<file path="config.mk">
export PLATFORM = sky130hd
export DESIGN_NAME = mult_accum_datapath
export DESIGN_NICKNAME = d
export VERILOG_FILES = /design/src/rtl/mult_accum_datapath.sv
export SDC_FILE = /design/constraint.sdc
export NUM_CORES = 1
export LEC_CHECK = 0
export CAP_MARGIN = 15
export CORE_MARGIN = 1
export CORE_UTILIZATION = 25
export CTS_CLUSTER_SIZE = 14
export DETAILED_ROUTE_END_ITERATION = 10
export PLACE_DENSITY = 0.5
export SYNTH_ARGS = -nofsm -noshare
export SYNTH_HDL_FRONTEND = slang
export SYNTH_SLANG_ARGS = --single-unit
</file>
<file path="constraint.sdc">
create_clock -name clk -period 6.7 [get_ports clk]
set_clock_uncertainty 0.2 [all_clocks]
set_input_delay 0.67 -clock clk [delete_from_list [all_inputs] [get_ports clk]]
set_output_delay 0.67 -clock clk [all_outputs]
set_load 0.03 [all_outputs]
</file>
<file path="src/rtl/mult_accum_datapath.sv">
// Nibble-serial 8x8 multiply datapath: selects a 4x4 partial product, shifts it into
// place, accumulates it, and latches the finished product when the controller signals done.
module mult_accum_datapath #(
  parameter int unsigned W_OP   = 8,
  parameter int unsigned W_PROD = 16
) (
  input  logic              clk,
  input  logic              reset_a,
  input  logic [W_OP-1:0]   dataa,
  input  logic [W_OP-1:0]   datab,
  input  logic [1:0]        input_sel,
  input  logic [1:0]        shift_sel,
  input  logic              clk_ena,
  input  logic              sclr_n,
  input  logic              done,
  output logic [1:0]        count,
  output logic [W_PROD-1:0] product8x8_out,
  output logic              product_valid
);

  logic [3:0]        w_nib_a;
  logic [3:0]        w_nib_b;
  logic [7:0]        w_pp;
  logic [W_PROD-1:0] w_pp_ext;
  logic [W_PROD-1:0] w_shifted;

  logic [W_PROD-1:0] r_acc;
  logic [1:0]        r_count;
  logic [W_PROD-1:0] r_product;
  logic              r_valid;

  // The nibble split below is hard-wired for 8-bit operands.
  always_ff @(posedge clk) begin
    assert (W_OP == 8 && W_PROD == 2 * W_OP)
      else $error("mult_accum_datapath: W_OP must be 8 and W_PROD must be 16");
  end

  always_comb begin
    w_nib_a = input_sel[1] ? dataa[7:4] : dataa[3:0];
    w_nib_b = input_sel[0] ? datab[7:4] : datab[3:0];
    w_pp    = {4'b0000, w_nib_a} * {4'b0000, w_nib_b};
    w_pp_ext = {{(W_PROD-8){1'b0}}, w_pp};
    case (shift_sel)
      2'b01:   w_shifted = w_pp_ext << 4;
      2'b10:   w_shifted = w_pp_ext << 8;
      default: w_shifted = w_pp_ext;
    endcase
  end

  always_ff @(posedge clk) begin
    if (reset_a) begin
      r_acc   <= '0;
      r_count <= '0;
    end else if (!sclr_n) begin
      r_acc   <= '0;
      r_count <= '0;
    end else if (clk_ena) begin
      r_acc   <= r_acc + w_shifted;
      r_count <= r_count + 2'd1;
    end
  end

  // Latch samples the accumulator before this edge's clear/accumulate takes effect.
  always_ff @(posedge clk) begin
    if (reset_a) begin
      r_product <= '0;
      r_valid   <= 1'b0;
    end else begin
      r_valid <= done;
      if (done) r_product <= r_acc;
    end
  end

  assign count          = r_count;
  assign product8x8_out = r_product;
  assign product_valid  = r_valid;

endmodule

</file>
==> results.toml, run 1 <==
[run_status]
outcome = "complete, no violations"

[layout]
final_cell_mix = "nor2_1, clkdlybuf4s50_1, dfxtp_1, mux2i_1, ha_1"
nets = 408
num_antenna_cells = 0
multi_input_area_sq_um = 1850
seqCellArea_sq_um = 701
fillers = 1130
layout_commonest_cell = "nor2_1"
drive_above_1_share = 0.0487
syn_to_final_growth_pct = 22.9
final_util = 0.318

[detailed_routing]
routedWlPerCell_um = 12.8
num_vias = 2240
drt_wl_total_mm = 6.21
drc_errors = 0
drt-vias-per-instance = 4.62
firstDrtPassIters = 4
first_iter_violations = 84
drtAntennaViolNets = 0

[yosys]
yosys.area.top_type = "dfxtp_1"
synth_flop_cell = "dfxtp_1"
synth_nets = 375
seq_area_frac_synth = 0.261
syn-mean-instance-area_sq_um = 8.50
yosys_register_bits = 35
yosysWarnings = 0
synth_edf_count = 0
synth_cell_type_count = 47
syn-cell-area_sq_um = 2690
syn_inst = 316
synthTopCellsByArea = "dfxtp_1, ha_1, mux2i_1, nor2_1, fa_1"
yosysTopAreaCellShare = 0.261
async_reset_ff_frac = 0

[timing]
finalSetupViolations = 0
worstMarginPinSlew_ns = 1.02
tns_ns = 0
period_needed_ns = 6.01
timing.final.crit_share = 0.896
finalHoldViolCount = 0
rsz0062_at_grt = "no"
slew_headroom = 0.317
slew_violations = 0
max_freq_ghz = 0.167

[clocking]
numCtsBuffers = 5
cts_setup_buffers = 0
cts_resized = 0
cts.sinks = 35
clk_pin_slew_ns = 0.07
cts_root_buf = "clkbuf_8"
tritoncts = "done"
clockBufferDepth = 2
clock_latency_ns = 0.28
cts_max_level = 2
cts_hold_buf = 0

[placement]
hpwlAfterDp_mm = 5.03
port_buffers = 43
place.gp.congestion = 0.819

[grt]
grt_first_pass_wirelength_mm = 10.2
antenna_found_initial = 0
grt_pass1_vias = 2199
overflow = 0
grt_max_degree = 22
track_usage = 0.112

[worst_setup_path]
crit_top_cell = "inv_1"
crit_required_ns = 6.72
slowest_stage = "clkdlybuf4s50_1"
critPathBufInv = 5
worstPathMaxFanout = 9
endpoint_kind = "flip-flop"
reg2reg_from = "r_acc[0]$_SDFFE_PP0P_"
critPathArrivalTime_ns = 6.03
reg2regPathDepth = 10
critical_path.cell_chain = "clkdlybuf4s50_1 -> mux2i_1 -> or2_2 -> fa_1 -> inv_1 -> fa_1 -> inv_1 -> fa_1 -> inv_1 -> a21o_1 -> a21oi_1 -> xor2_1 -> inv_1 -> a22oi_1 -> nor2_1 -> ha_1 -> a21o_1 -> o21bai_4 -> a221oi_2 -> a21boi_2 -> xnor2_1 -> a211o_1 -> nand2_1"
startpoint_type = "primary input"
ff2ff_setup_slack_ns = 4.01
critical-path-top-delay-family = "adder cells"
slowest_delay_ns = 0.59
rr_endpoint = "r_acc[6]$_SDFFE_PP0P_"
path_class = "primary input to flip-flop"

[min_path]
hold_path_class = "flip-flop to flip-flop"
holdPathEnd = "product8x8_out[0]$_SDFFE_PP0P_"
hold_depth = 2
min-delay-start = "product8x8_out[0]$_SDFFE_PP0P_"

[floorplanning]
dieWidth_um = 106
core_area_sq_um = 10400
start_util = 0.259
rows = 37
dieHeight_um = 106
dieArea_sq_um = 11200
ios = 44

[power_and_ir_drop]
internal_power_uw = 379
switching_share = 0.322
pwr-share-clk = 0.272
power_density_nw_per_um2 = 169
leakage_nw = 1.49
seqPwrFrac = 0.391
combPwrFrac = 0.337
irDropWorstVdd_mv = 0.0789
power_switching_uw = 180

[run]
max_cap_violations = 0
cells in the mapped netlist, types with 2 or more instances:
| master | number |
|---|---|
| a211oi_1 | 2 |
| a211oi_2 | 2 |
| a21o_1 | 10 |
| a21oi_1 | 16 |
| a22oi_1 | 3 |
| a31oi_1 | 3 |
| a41oi_1 | 2 |
| and2_1 | 3 |
| and3b_1 | 2 |
| buf_1 | 2 |
| clkbuf_1 | 13 |
| dfxtp_1 | 35 |
| fa_1 | 5 |
| ha_1 | 29 |
| inv_1 | 16 |
| mux2i_1 | 32 |
| nand2_1 | 17 |
| nand2b_1 | 3 |
| nand4_1 | 7 |
| nor2_1 | 51 |
| nor2b_1 | 6 |
| nor3_1 | 3 |
| o21a_1 | 3 |
| o21ai_0 | 11 |
| o21ai_1 | 2 |
| or2_2 | 3 |
| xnor2_1 | 10 |
| xor2_1 | 6 |
state kept, by name, summed over array words and instances (netlist names):
signal,flops
count,2
product8x8_out,16
product_valid,1
r_acc,16
cell families (layout without fill, tap and decap cells):
group	count (synthesis)	after routing	share of synthesized area
AOI/OAI and AO/OA	65	65	0.170
xor gates and xnor gates	16	16	0.0522
adders and majority gates	34	34	0.172
buffers and inverters	33	66	0.0494
DFF	35	35	0.261
muxes	32	32	0.119
and+or+nand+nor	101	101	0.176
worst reg2reg max path, delay by kind of cell (launching register included):
kind	cells	cell delay, ns
adders and majority gates	2	0.62
and+or+nand+nor	3	0.85
buffers and inverters	1	0.07
AOI/OAI and AO/OA	4	0.47
DFF	1	0.37
worst max path at each step:
stage                       from                     end  slack, ns  cells past startpoint
floorplan           input_sel[0]  r_acc[15]$_SDFFE_PP0P_       1.22                     24
global placement    input_sel[0]  r_acc[15]$_SDFFE_PP0P_       0.45                     23
detailed placement  input_sel[0]  r_acc[15]$_SDFFE_PP0P_       0.38                     23
CTS                 input_sel[0]  r_acc[15]$_SDFFE_PP0P_       0.66                     23
global route        input_sel[0]  r_acc[15]$_SDFFE_PP0P_       0.40                     23
finish              input_sel[0]  r_acc[15]$_SDFFE_PP0P_       0.69                     23
stage by stage:
step	cell area [sq um]	hold WS, ns	total power [mW]	setup WS, ns	cells
4_1_cts	3300	0.303	0.568	0.655	485
3_5_place_dp	3210	0.285	0.414	0.375	478
6_report	3300	0.297	0.559	0.695	485
3_3_place_gp	3210	0.277	0.412	0.446	478
5_1_grt	3300	0.317	0.600	0.396	485
2_1_floorplan	2690	0.253	0.363	1.22	316
layout make-up:
class	count	share of cell area
Clock buffer	6	0.0250
Clock inverter	1	0.00152
Inverter	16	0.0182
Multi-Input combinational cell	248	0.561
Sequential cell	35	0.212
Tap cell	136	0.0515
Timing Repair Buffer	43	0.130
power by group through the flow:
stage               clock network (mW)  registers (mW)  logic [mW]
finish                           0.152           0.218       0.188
global route                     0.168           0.219       0.213
CTS                              0.158           0.219       0.191
detailed placement                   0           0.223       0.190
global placement                     0           0.223       0.188
floorplan                            0           0.226       0.137
routing by layer:
metal  GRT usage  routed length (um)
met1       0.144                3040
met3      0.0260                 172
met2       0.194                2970
met4      0.0149                  22
met5           0                   0
Power figures use the tool's default switching activity.
==> run 2: changes to the inputs <==
--- a/config.mk
+++ b/config.mk
@@ -8,6 +8,7 @@
 export CAP_MARGIN = 15
 export CORE_MARGIN = 1
 export CORE_UTILIZATION = 25
+export CTS_BUF_LIST = sky130_fd_sc_hd__clkbuf_4 sky130_fd_sc_hd__clkbuf_8
 export CTS_CLUSTER_SIZE = 14
 export DETAILED_ROUTE_END_ITERATION = 10
 export PLACE_DENSITY = 0.5
==> results of run 2 <==
The final DEF is identical to that of run 1; final timing and power are the same.
==> run 3: changes to the inputs <==
--- a/config.mk
+++ b/config.mk
@@ -9,7 +9,7 @@
 export CORE_MARGIN = 1
 export CORE_UTILIZATION = 25
 export CTS_BUF_LIST = sky130_fd_sc_hd__clkbuf_4 sky130_fd_sc_hd__clkbuf_8
-export CTS_CLUSTER_SIZE = 14
+export CTS_CLUSTER_SIZE = 30
 export DETAILED_ROUTE_END_ITERATION = 10
 export PLACE_DENSITY = 0.5
 export SYNTH_ARGS = -nofsm -noshare
==> results of run 3 <==
The final DEF is identical to that of run 1; final timing and power are the same.
